### config.mk
export PLATFORM = sky130hd
export DESIGN_NAME = uart_tx_cfg
export DESIGN_NICKNAME = d
export VERILOG_FILES = /design/src/rtl/uart_tx_cfg.sv
export SDC_FILE = /design/constraint.sdc
export NUM_CORES = 1
export LEC_CHECK = 0
export ABC_AREA = 1
export BUFFER_PORTS_ARGS = -buffer_cell sky130_fd_sc_hd__buf_2
export CORE_AREA = 4 4 82 84
export DETAILED_ROUTE_END_ITERATION = 16
export DIE_AREA = 0 0 86 88
export PLACE_DENSITY = 0.78
export SKIP_CTS_REPAIR_TIMING = 1
export SLEW_MARGIN = 15
export SYNTH_ARGS = -nofsm -noshare
export SYNTH_HDL_FRONTEND = slang
export SYNTH_SLANG_ARGS = --single-unit
### constraint.sdc
create_clock -name i_clock -period 7.2 [get_ports i_clock]
set_clock_uncertainty 0.05 [all_clocks]
set_input_delay 0.36 -clock i_clock [delete_from_list [all_inputs] [get_ports i_clock]]
set_output_delay 0.36 -clock i_clock [all_outputs]
set_load 0.01 [all_outputs]
### src/rtl/uart_tx_cfg.sv
// uart_tx_cfg: UART transmitter with baud divider, input FIFO and runtime parity/stop-bit selection
module uart_tx_cfg #(
    parameter int NB_DATA    = 8,
    parameter int BAUD_DIV   = 163,
    parameter int FIFO_DEPTH = 4
) (
    input  logic                              i_clock,
    input  logic                              i_reset,
    input  logic                              i_valid,
    input  logic [NB_DATA-1:0]                i_data,
    output logic                              o_ready,
    input  logic [1:0]                        i_parity_mode,
    input  logic                              i_two_stop,
    output logic                              o_tx,
    output logic                              o_busy,
    output logic                              o_tx_done_tick,
    output logic [$clog2(FIFO_DEPTH):0]       o_fifo_count
);
    localparam int AW = $clog2(FIFO_DEPTH);
    localparam int CW = AW + 1;
    localparam int DW = $clog2(BAUD_DIV);

    typedef enum logic [2:0] {IDLE, START, DATA, PARITY, STOP} state_t;

    state_t               state;
    logic [NB_DATA-1:0]   mem [FIFO_DEPTH];
    logic [AW-1:0]        wr_ptr, rd_ptr;
    logic [CW-1:0]        count;
    logic [DW-1:0]        div_cnt;
    logic [4:0]           tick_cnt;
    logic [3:0]           bit_cnt;
    logic [NB_DATA-1:0]   shift;
    logic                 par_en, par_bit, two_stop;
    logic                 baud_tick, bit_end, stop_end, have_word, push, pop;

    assign have_word = count != '0;
    assign o_ready   = count != CW'(FIFO_DEPTH);
    assign push      = i_valid && o_ready;
    assign baud_tick = state != IDLE && div_cnt == DW'(BAUD_DIV - 1);
    assign bit_end   = baud_tick && tick_cnt[3:0] == 4'd15;
    assign stop_end  = baud_tick && tick_cnt == (two_stop ? 5'd31 : 5'd15);
    assign pop       = have_word && (state == IDLE || (state == STOP && stop_end));
    assign o_fifo_count = count;

    // FIFO storage; contents need no reset because the pointers and count define validity
    always_ff @(posedge i_clock) begin
        if (push) mem[wr_ptr] <= i_data;
    end

    // FIFO pointers and occupancy; power-of-two depth lets pointers wrap naturally
    always_ff @(posedge i_clock or posedge i_reset) begin
        if (i_reset) begin
            wr_ptr <= '0;
            rd_ptr <= '0;
            count  <= '0;
        end else begin
            if (push) wr_ptr <= wr_ptr + AW'(1);
            if (pop) rd_ptr <= rd_ptr + AW'(1);
            count <= count + CW'(push) - CW'(pop);
        end
    end

    // Oversample divider, parked at zero while idle so every bit has full length
    always_ff @(posedge i_clock or posedge i_reset) begin
        if (i_reset) div_cnt <= '0;
        else if (state == IDLE) div_cnt <= '0;
        else div_cnt <= div_cnt == DW'(BAUD_DIV - 1) ? '0 : div_cnt + DW'(1);
    end

    // Frame sequencer with registered line, busy and done outputs (one cycle behind the state)
    always_ff @(posedge i_clock or posedge i_reset) begin
        if (i_reset) begin
            state          <= IDLE;
            tick_cnt       <= '0;
            bit_cnt        <= '0;
            shift          <= '0;
            par_en         <= 1'b0;
            par_bit        <= 1'b0;
            two_stop       <= 1'b0;
            o_tx           <= 1'b1;
            o_busy         <= 1'b0;
            o_tx_done_tick <= 1'b0;
        end else begin
            o_tx           <= state == START ? 1'b0 : state == DATA ? shift[0] : state == PARITY ? par_bit : 1'b1;
            o_busy         <= state != IDLE;
            o_tx_done_tick <= state == STOP && stop_end;
            if (state == IDLE) tick_cnt <= '0;
            else if (baud_tick) tick_cnt <= (state == STOP ? stop_end : bit_end) ? '0 : tick_cnt + 5'd1;
            if (pop) begin
                shift    <= mem[rd_ptr];
                par_en   <= ^i_parity_mode;
                par_bit  <= ^mem[rd_ptr] ^ i_parity_mode[1];
                two_stop <= i_two_stop;
            end
            case (state)
                IDLE:   if (have_word) state <= START;
                START:  if (bit_end) begin
                    state   <= DATA;
                    bit_cnt <= '0;
                end
                DATA:   if (bit_end) begin
                    shift   <= shift >> 1;
                    bit_cnt <= bit_cnt + 4'd1;
                    if (bit_cnt == 4'(NB_DATA - 1)) state <= par_en ? PARITY : STOP;
                end
                PARITY: if (bit_end) state <= STOP;
                STOP:   if (stop_end) state <= have_word ? START : IDLE;
                default: state <= IDLE;
            endcase
        end
    end
endmodule

==> metrics.md, run 1 <==
| Metric | Value |
|---|---|
| Power Density | `282.0 mW/mm^2` |
| Worst slack, placed | `4690 ps` |
| # nets final | `428` |
| P&R area growth vs syn | `12.40%` |
| Die Wd | `between 80 and 90 um` |
| Relative slew margins | `45.94%` |
| RSZ-0062 raised after global routing | `no` |
| Vias in the first global route | `2,438` |
| CTS tree | `done` |
| CTS root buffer | `clkbuf_8` |
| First-pass GRT wire length | `10,980 um` |
| Residual DRC count | `0` |
| Final hold vios | `0` |
| Status | `complete, no violations` |
| Hold Crit Class | `input port to async pin` |
| Syn Std Cell Area | `approximately 0.0036 mm^2` |
| CP Data Arrival Time | `2680 ps` |
| Mapped Cells | `377` |
| Num CTS Buffers | `9` |
| Initial Utilization | `60.00%` |
| DR vias | `2,519` |
| Cell taking the most area after synthesis | `dfrtp_1` |
| Placer Congestion | `0.8055` |
| Largest cells by area after synthesis | `dfrtp_1, edfxtp_1, nand2_1, nand3_1, inv_1` |
| Required time of the critical path | `7370 ps` |
| Crit path max fanout | `15` |
| Ys Warns | `0` |
| Period utilization | `34.82%` |
| Antenna-violating nets left | `0` |
| Worst setup EP type | `flop` |
| H-Tree Depth | `3` |
| Fmax achieved | `398.9 MHz` |
| # diodes | `0` |
| Largest net degree at the start of global routing | `42` |
| Share of post-route cells with drive strength above 1 | `approximately 15%` |
| Fraction of the yosys area taken by sequential cells | `55.97%` |
| Routed vias/inst | `around 5.2` |
| Final Worst Setup Slack | `4693 ps` |
| Crit path time final | `between 2000 and 3000 ps` |
| Die Area | `around 0.0076 mm^2` |
| Post-DP HPWL | `4394 um` |
| Yosys top cell area share | `approximately 28%` |
| CP Launch Type | `flop` |
| Final wirelength | `6415 um` |
| Synth Register Bits | `73` |
| IO Count | `21` |
| Final setup fails | `0` |
| Mapped Nets | `402` |
| WL/cell | `about 13 um` |
| Final cell count without fillers | `483` |
| Site Rows | `28` |
| Leak pwr | `1.879 nW` |
| Clk slew on worst S/H paths | `80 ps` |
| Max clock buf depth | `2` |
| Peak supply drop | `about 0.23 mV` |
| Worst-margin pin slew | `between 800 and 900 ps` |
| Port buffer count | `20` |
| Post-placement cell area | `about 0.0037 mm^2` |
| Chip Height | `88 um` |
| CTS Sinks | `73` |
| GRT Total Usage | `approximately a fifth` |
| Max-cap viol count | `0` |
| Initial antenna violation count | `0` |
| Placed instance count | `467` |
| Core footprint | `roughly 0.006 mm^2` |
| Skew-Pair Late Insertion Delay | `340 ps` |
| Avg Synthesized Cell Area | `~9.4 um^2` |
| 1st-pass router iterations | `5` |
| Yosys cell types | `36` |
| Setup TNS | `0 ps` |
| Worst Path Class, Setup | `flop to flop` |
| Total gr overflow | `0` |
| Slew Viols, Final | `0` |
| Final instance area | `~0.0040 mm^2` |
| 1st-iter DRT viols | `129` |
-- sequential cells by signal, summed over array words and instances, names as in the netlist --
signal          count
shift               8
o_fifo_count        3
par_en              1
state               3
tick_cnt            5
div_cnt             8
bit_cnt             4
mem                32
par_bit             1
o_tx_done_tick      1
two_stop            1
o_tx                1
wr_ptr              2
rd_ptr              2
o_busy              1
-- cells in the final DEF (no fill, tap or decap), drive strengths merged --
cell type	count
a211oi	1
a21oi	15
a31oi	1
buf	21
bufinv	5
clkbuf	9
clkinv	2
clkinvlp	1
dfrtp	40
dfstp	1
edfxtp	32
fa	1
ha	10
inv	47
mux2	1
mux2i	1
nand2	109
nand3	43
nand3b	1
nand4	1
nor2	24
nor3	6
nor3b	1
o21a	1
o21ai	22
o22ai	1
o31ai	1
xnor2	3
xor2	7
-- metrics by stage --
stage	total power [W]	utilization, %	hold slack, ps
global route	0.001181	67.43	124.3
global placement	0.0006705	62.53	412.3
finish	0.001126	67.43	99.61
detailed placement	0.0006810	62.53	429.5
floorplan	0.0006277	-	399.4
CTS	0.001137	67.43	106.3
-- layer usage --
metal	up-vias	wire length, um	GRT usage (%)
li1	1279	-	-
met1	1172	2836	22.76
met2	54	3157	32.31
met3	14	282	5.174
met4	0	139	7.626
met5	-	0	0
-- cell usage after synthesis --
cell	n
buf_4	1
nor2_1	17
buf_6	3
nand3_1	42
o21a_1	1
o21ai_0	14
dfrtp_1	40
clkinv_1	1
a21oi_2	1
a21oi_1	14
xor2_1	7
nand3_2	1
o31ai_1	1
dfstp_2	1
nand4_2	1
o21ai_1	8
nor3b_1	1
inv_2	5
mux2i_4	1
edfxtp_1	32
nor3_1	6
nand2_4	3
nand3b_4	1
buf_2	2
nor2_2	5
o22ai_1	1
ha_1	10
nand2_1	106
fa_1	1
a211oi_1	1
inv_1	41
nor2_4	2
mux2_2	1
xnor2_1	3
inv_4	1
a31oi_1	1
-- critical path, cell delays in order (launching register included) --
cell and delay, ps:
dfrtp_1 410, ha_1 230, nand3_1 150, nor2_1 80, nand4_2 90, nand2_4 80
nand2_4 160, inv_2 100, ha_1 280, inv_1 40, ha_1 180, fa_1 380
xor2_1 170
-- worst paths after layout --
kind                       slack (ps)  cells after the start         endpoint   startpoint
min in group i_clock              180                      3         two_stop   i_two_stop
max in group asynchronous        6630                      3             o_tx      i_reset
min reg2reg                       440                      1       div_cnt[0]   div_cnt[0]
min                               100                      3       div_cnt[5]      i_reset
max                              4690                     12  o_fifo_count[2]  tick_cnt[0]
max reg2reg                      4690                     12  o_fifo_count[2]  tick_cnt[0]
-- final cells by class --
| class | count | area (um^2) |
|---|---|---|
| flip-flops and latches | 73 | 1988 |
| fillers | 467 | 1928 |
| multi-input cells | 250 | 1330 |
| inverters | 48 | 182.7 |
| clock inverters | 7 | 166.4 |
| clock buffers | 9 | 123.9 |
| repair buffers | 21 | 107.6 |
| well taps | 75 | 93.84 |
-- cells by family (layout without fill, tap and decap cells) --
| family | Yosys count | after routing | synth area share (%) |
|---|---|---|---|
| buf+inv | 54 | 85 | 6.587 |
| flops | 73 | 73 | 55.97 |
| simple gates | 185 | 185 | 23.63 |
| xor+xnor | 10 | 10 | 2.466 |
| fa+ha+maj | 11 | 11 | 4.086 |
| compound gates | 42 | 42 | 6.306 |
| mux | 2 | 2 | 0.9510 |
-- report_power, final --
group	total, W	switching, W	internal, W
clock network	0.000455	0.000155	0.000301
logic	0.000157	0.000104	0.0000527
registers	0.000514	0.0000222	0.000492
total	0.00113	0.000281	0.000845
Power figures use the tool's default switching activity.
==> run 2, diff against run 1 <==
clock period = 2.57 ns   (was 7.2 ns; I/O delays follow)
==> run 2 against run 1 <==
Clock-buffer cell count stayed put. Sequential power increased to 2.8 times the previous value. Power rose to 2.7 times the previous value. Cell area is 3.1% higher. Clock power is 140% higher. Global-route usage increased by 0.54 points. Critical path depth grew 1. Register-to-register slack worse by 4500 ps. Via count up 3.6%. Non-clock buffer count increased by 19. Fmax grew 4.5%. Critical path type unchanged. Largest cell class unchanged.
==> metrics.md, run 2 (synthesized netlist as in run 1, its figures left out) <==
| Metric | Value |
|---|---|
| Worst reg2reg path depth | `13 (was 12)` |
| Leak pwr | `1.943 nW (was 1.879 nW)` |
| Initial antenna violation count | `0 (unchanged)` |
| H-Tree Depth | `3 (unchanged)` |
| Initial Utilization | `60.00% (unchanged)` |
| Switching share of power | `26.78% (was 24.96%)` |
| Total gr overflow | `0 (unchanged)` |
| Clock power share | `36.1% (was 40.4%)` |
| CP Launch Type | `flop (unchanged)` |
| Worst-margin pin slew | `507.4 ps (was 807.8 ps)` |
| CP max stage cell | `dfrtp_1 (unchanged)` |
| Final wirelength | `6711 um (was 6415 um)` |
| Final setup fails | `0 (unchanged)` |
| Routed vias/inst | `5.197 (was 5.215)` |
| Skew-Pair Late Insertion Delay | `350 ps (was 340 ps)` |
| Gate power share | `16.2% (was 13.9%)` |
| Max clock buf depth | `2 (unchanged)` |
| Vias in the first global route | `2,562 (was 2,438)` |
| Share of post-route cells with drive strength above 1 | `16.16% (was 14.71%)` |
| RSZ-0062 raised after global routing | `no (unchanged)` |
| P&R area growth vs syn | `15.92% (was 12.40%)` |
| # nets final | `447 (was 428)` |
| Placer Congestion | `0.7785 (was 0.8055)` |
| Psw | `0.0008067 W (was 0.0002810 W)` |
| Slew Viols, Final | `0 (unchanged)` |
| CTS root buffer | `clkbuf_8 (unchanged)` |
| Top Registers | `mem x32, div_cnt x8, shift x8 (unchanged)` |
| Largest net degree at the start of global routing | `42 (unchanged)` |
| Hold Crit Class | `input port to flop (was input port to async pin)` |
| Setup TNS | `0 ps (unchanged)` |
| P_int | `0.002206 W (was 0.0008450 W)` |
| Slowest cell delay on critical path | `410 ps (about the same)` |
| 1st-pass router iterations | `4 (was 5)` |
| Peak supply drop | `0.7050 mV (was 0.2313 mV)` |
| Footprint of the multi-input gates | `0.001335 mm^2 (was 0.001330 mm^2)` |
| Hold_ws | `31.72 ps (was 99.61 ps)` |
| Commonest non-fill, non-tap cells in the layout | `nand2_1, inv_1, nand3_1, dfrtp_1, edfxtp_1 (was nand2_1, nand3_1, inv_1, dfrtp_1, edfxtp_1)` |
| Core footprint | `0.005921 mm^2 (unchanged)` |
| Register Area | `0.001988 mm^2 (unchanged)` |
| Worst setup EP type | `flop (unchanged)` |
| Status | `complete, no violations (unchanged)` |
| # diodes | `0 (unchanged)` |
| Fill cells | `452 (was 467)` |
| Required time of the critical path | `2750 ps (was 7370 ps)` |
| Residual DRC count | `0 (unchanged)` |
| CP bufs+invs | `3 (was 2)` |
| Crit path max fanout | `6 (was 15)` |
| Num CTS Buffers | `9 (unchanged)` |
| CTS tree | `done (unchanged)` |
| Port buffer count | `20 (unchanged)` |
| First-pass GRT wire length | `11,260 um (was 10,980 um)` |
| Crit. path cell count | `13 (was 12)` |
| Antenna-violating nets left | `0 (unchanged)` |
| CP Data Arrival Time | `2570 ps (was 2680 ps)` |
| Relative slew margins | `66.17% (was 45.94%)` |
| Largest delay contributor family on the critical path | `adder cells (unchanged)` |
| Top cell by count, worst path | `ha_1 (unchanged)` |
| Power Density | `731.6 mW/mm^2 (was 282.0 mW/mm^2)` |
| Seq pwr share | `47.7% (was 45.6%)` |
| Period utilization | `93.36% (was 34.82%)` |
| Post-placement cell area | `0.003762 mm^2 (was 0.003702 mm^2)` |
| Die Wd | `86 um (unchanged)` |
| Crit path time final | `2399 ps (was 2507 ps)` |
| Largest Register | `mem (unchanged)` |
| Final hold vios | `0 (unchanged)` |
| Max-cap viol count | `0 (unchanged)` |
| IO Count | `21 (unchanged)` |
| Crit-path cells | `inv_1, ha_1, nand3_2, nor2_4, nand4_2, nand2_4, nand2_4, inv_2, ha_1, inv_1, ha_1, fa_1, xor2_1 (was ha_1, nand3_1, nor2_1, nand4_2, nand2_4, nand2_4, inv_2, ha_1, inv_1, ha_1, fa_1, xor2_1)` |
| Final Worst Setup Slack | `170.7 ps (was 4693 ps)` |
| GRT Total Usage | `19.45% (was 18.91%)` |
| Clk slew on worst S/H paths | `80 ps (about the same)` |
| Die Area | `0.007568 mm^2 (unchanged)` |
| Tot Pwr | `0.003013 W (was 0.001126 W)` |
| Post-DP HPWL | `4572 um (was 4394 um)` |
| Worst Path Class, Setup | `flop to flop (unchanged)` |
| CTS Sinks | `73 (unchanged)` |
| Leading cell type in the layout, fill and taps excluded | `nand2_1 (unchanged)` |
| Fmax achieved | `416.8 MHz (was 398.9 MHz)` |
| Max reg flops | `32 (unchanged)` |
| Hold path cells | `3` |
| Site Rows | `28 (unchanged)` |
| WL/cell | `13.37 um (was 13.28 um)` |
| Chip Height | `88 um (unchanged)` |
| Final instance area | `0.004118 mm^2 (was 0.003993 mm^2)` |
| 1st-iter DRT viols | `189 (was 129)` |
| DR vias | `2,609 (was 2,519)` |
| Worst slack, placed | `170.0 ps (was 4690 ps)` |
[run 2: changes by cell type in the layout (fill, tap and decap cells not counted), sizes merged]
cell | before | now
buf | 21 | 30
bufinv | 5 | 3
clkinv | 2 | 4
dlygate4sd3 | 0 | 10
[run 2: per-layer routing]
| metal | part of all wire, % | global-route usage [%] |
|---|---|---|
| met5 | 0 | 0 |
| met4 | 1.8 | 9.928 |
| met2 | 51 | 33.64 |
| met3 | 3.7 | 3.951 |
| met1 | 43 | 23.05 |
[run 2: final timing paths]
path                                       start              end  slack, ps
max in group asynchronous                i_reset             o_tx       1700
worst max-delay path                  div_cnt[0]  o_fifo_count[2]        170
worst min-delay path            i_parity_mode[0]           par_en         30
worst max register to register        div_cnt[0]  o_fifo_count[2]        170
min in group asynchronous                i_reset       div_cnt[1]        380
worst min register to register        div_cnt[0]       div_cnt[0]        430
[run 2: cell type report]
type / instances / area share [%]
repair buffers: 40 / 6.685
multi-input cells: 250 / 32.42
clock inverters: 7 / 2.887
well taps: 75 / 2.279
clock buffers: 9 / 3.008
inverters: 48 / 4.436
flip-flops and latches: 73 / 48.28
[run 2: power by group through the flow]
stage | clock network [W] | registers, W | logic [W]
floorplan | 0 | 0.00146 | 0.000297
global placement | 0 | 0.00146 | 0.000455
detailed placement | 0 | 0.00146 | 0.000483
CTS | 0.00110 | 0.00144 | 0.000484
global route | 0.00116 | 0.00145 | 0.000563
finish | 0.00109 | 0.00144 | 0.000488
[run 2: stage by stage]
stage	instances	util [%]
floorplan	377	-
global placement	475	63.55
detailed placement	475	63.55
CTS	491	67.65
global route	502	69.55
finish	502	69.55
[run 2: worst reg2reg max path, cell delays in order (launching register included)]
cell,delay [ps]
dfrtp_1,410
inv_1,70
ha_1,170
nand3_2,110
nor2_4,170
nand4_2,130
nand2_4,120
nand2_4,50
inv_2,100
ha_1,130
inv_1,40
ha_1,180
fa_1,370
xor2_1,170
==> run 3, diff against run 2 <==
--- a/config.mk
+++ b/config.mk
@@ -9,6 +9,6 @@
 export BUFFER_PORTS_ARGS = -buffer_cell sky130_fd_sc_hd__buf_2
-export CORE_AREA = 4 4 82 84
+export CORE_AREA = 4 4 87 89
 export DETAILED_ROUTE_END_ITERATION = 16
-export DIE_AREA = 0 0 86 88
-export PLACE_DENSITY = 0.78
+export DIE_AREA = 0 0 91 93
+export PLACE_DENSITY = 0.73
 export SKIP_CTS_REPAIR_TIMING = 1
==> constraint.sdc (replaced) <==
create_clock -name i_clock -period 2.1 [get_ports i_clock]
set_clock_uncertainty 0.05 [all_clocks]
set_input_delay 0.105 -clock i_clock [delete_from_list [all_inputs] [get_ports i_clock]]
set_output_delay 0.105 -clock i_clock [all_outputs]
set_load 0.1 [all_outputs]
==> run 3 against run 2 <==
Largest cell class unchanged. Critical endpoint is now o_fifo_count[1]. Routed wire length grew 1.0%. Via count grew 1.6%. Combinational power grew 85%. Worst hold slack lost 20 ps. Clock-buffer cell count grew 4. Setup slack lost 150 ps. Critical path type unchanged. Sequential share of layout area shrank 1.4 points. Clock power shrank 6%. First-iteration DRC count shrank 19%. Utilization shrank 6.4 points.
==> metrics.md, run 3 (synthesized netlist as in run 1, its figures left out) <==
| Metric | Value |
|---|---|
| Status | `complete, no violations (unchanged)` |
| Vias in the first global route | `2,537 (was 2,562)` |
| Total gr overflow | `0 (unchanged)` |
| 1st-iter DRT viols | `153 (was 189)` |
| Worst setup EP type | `flop (unchanged)` |
| CP bufs+invs | `2 (was 3)` |
| Hold_ws | `12.05 ps (was 31.72 ps)` |
| Psw | `0.001245 W (was 0.0008067 W)` |
| Setup TNS | `0 ps (unchanged)` |
| Antenna-violating nets left | `0 (unchanged)` |
| Largest net degree at the start of global routing | `42 (unchanged)` |
| Peak supply drop | `0.6646 mV (was 0.7050 mV)` |
| Clk slew on worst S/H paths | `80 ps (about the same)` |
| Relative slew margins | `64.49% (was 66.17%)` |
| Period utilization | `98.97% (was 93.36%)` |
| Slew Viols, Final | `0 (unchanged)` |
| Final hold vios | `0 (unchanged)` |
| Num CTS Buffers | `9 (unchanged)` |
| Fmax achieved | `481.1 MHz (was 416.8 MHz)` |
| Commonest non-fill, non-tap cells in the layout | `nand2_1, nand3_1, inv_1, dfrtp_1, edfxtp_1 (was nand2_1, inv_1, nand3_1, dfrtp_1, edfxtp_1)` |
| Worst-margin pin slew | `532.7 ps (was 507.4 ps)` |
| # diodes | `0 (unchanged)` |
| Clock power share | `27.3% (was 36.1%)` |
| Crit path max fanout | `2 (was 6)` |
| Final wirelength | `6778 um (was 6711 um)` |
| Post-DP HPWL | `4697 um (was 4572 um)` |
| P&R area growth vs syn | `20.15% (was 15.92%)` |
| Largest delay contributor family on the critical path | `adder cells (unchanged)` |
| Worst Path Class, Setup | `flop to flop (unchanged)` |
| Switching share of power | `33.44% (was 26.78%)` |
| Skew-Pair Late Insertion Delay | `340 ps (was 350 ps)` |
| Max clock buf depth | `2 (unchanged)` |
| H-Tree Depth | `3 (unchanged)` |
| 1st-pass router iterations | `6 (was 4)` |
| Gate power share | `24.2% (was 16.2%)` |
| Leading cell type in the layout, fill and taps excluded | `nand2_1 (unchanged)` |
| CTS tree | `done (unchanged)` |
| Final cell count without fillers | `521 (was 502)` |
| P_int | `0.002478 W (was 0.002206 W)` |
| Initial antenna violation count | `0 (unchanged)` |
| Required time of the critical path | `2270 ps (was 2750 ps)` |
| Hold Crit Class | `input port to flop (unchanged)` |
| GRT Total Usage | `17.29% (was 19.45%)` |
| Max reg flops | `32 (unchanged)` |
| Crit path time final | `2078 ps (was 2399 ps)` |
| CP max stage cell | `fa_2 (was dfrtp_1)` |
| CP Launch Type | `flop (unchanged)` |
| Die Area | `0.008463 mm^2 (was 0.007568 mm^2)` |
| Initial Utilization | `52.57% (was 60.00%)` |
| Share of post-route cells with drive strength above 1 | `22.45% (was 16.16%)` |
| Power Density | `872.4 mW/mm^2 (was 731.6 mW/mm^2)` |
| CP Data Arrival Time | `2250 ps (was 2570 ps)` |
| Slowest cell delay on critical path | `410 ps (about the same)` |
| Placed instance count | `491 (was 475)` |
| Die Wd | `91 um (was 86 um)` |
| # nets final | `461 (was 447)` |
| Post-placement cell area | `0.003918 mm^2 (was 0.003762 mm^2)` |
| Max-cap viol count | `0 (unchanged)` |
| Placer Congestion | `0.7973 (was 0.7785)` |
| CTS root buffer | `clkbuf_8 (unchanged)` |
| Site Rows | `30 (was 28)` |
| Chip Height | `93 um (was 88 um)` |
| Port buffer count | `20 (unchanged)` |
| Crit-path cells | `ha_2, nand3_2, nor2_4, nand4_4, nand2_4, nand2_4, inv_4, ha_4, inv_2, ha_4, fa_2 (was inv_1, ha_1, nand3_2, nor2_4, nand4_2, nand2_4, nand2_4, inv_2, ha_1, inv_1, ha_1, fa_1, xor2_1)` |
| Routed vias/inst | `5.086 (was 5.197)` |
| Residual DRC count | `0 (unchanged)` |
| Seq pwr share | `48.5% (was 47.7%)` |
| CTS Sinks | `73 (unchanged)` |
| Largest Register | `mem (unchanged)` |
| IO Count | `21 (unchanged)` |
| WL/cell | `13.01 um (was 13.37 um)` |
| First-pass GRT wire length | `11,470 um (was 11,260 um)` |
| Final instance area | `0.004268 mm^2 (was 0.004118 mm^2)` |
| RSZ-0062 raised after global routing | `yes (was no)` |
| Leak pwr | `1.998 nW (was 1.943 nW)` |
| DR vias | `2,650 (was 2,609)` |
| Top Registers | `mem x32, div_cnt x8, shift x8 (unchanged)` |
| Core footprint | `0.006756 mm^2 (was 0.005921 mm^2)` |
| Final setup fails | `0 (unchanged)` |
| Fill cells | `577 (was 452)` |
## run 3: power groups by stage
stage	clock, W	sequential, W	combinational, W
floorplan	0	0.00204	0.000467
global placement	0	0.00183	0.000877
detailed placement	0	0.00184	0.000901
CTS	0.00103	0.00181	0.000904
global route	0.00110	0.00182	0.00100
finish	0.00102	0.00180	0.000901
## run 3: per-layer routing
metal	vias up	routed length [um]	track usage, %
met3	13	170	3.620
met4	0	140	8.040
li1	1345	-	-
met2	35	3589	31.27
met1	1257	2878	19.54
met5	-	0	0
## run 3: metrics by stage
stage | util (%) | setup WS (ps) | total power, W
finish | 63.17 | 21.61 | 0.003723
global route | 63.17 | -62.23 | 0.003926
CTS | 60.70 | -34.05 | 0.003745
detailed placement | 57.98 | -26.57 | 0.002737
global placement | 57.98 | 38.12 | 0.002704
floorplan | - | -155.8 | 0.002504
## run 3: cell type report
| class | count | area (um^2) | share of cell area [%] |
|---|---|---|---|
| clock buffer | 13 | 168.9 | 3.958 |
| clock inverter | 3 | 15.01 | 0.3518 |
| inverter | 48 | 190.2 | 4.456 |
| multi-input combinational | 250 | 1414 | 33.13 |
| sequential | 73 | 1999 | 46.85 |
| tap | 80 | 100.1 | 2.345 |
| timing repair buffer | 54 | 380.4 | 8.912 |
## run 3: worst min-delay path, cell delays in order
cell and delay, ps:
buf_2 90, xnor2_1 110, o21ai_1 60
## run 3: worst paths after layout
path | startpoint | to | slack, ps | cells past startpoint
setup / recovery | tick_cnt[0] | o_fifo_count[1] | 20 | 11
hold / removal | i_parity_mode[0] | par_en | 10 | 3
setup reg to reg | tick_cnt[0] | o_fifo_count[1] | 20 | 11
hold reg to reg | par_bit | par_bit | 450 | 2
max in group asynchronous | i_reset | o_fifo_count[2] | 1200 | 4
min in group asynchronous | i_reset | bit_cnt[0] | 390 | 4
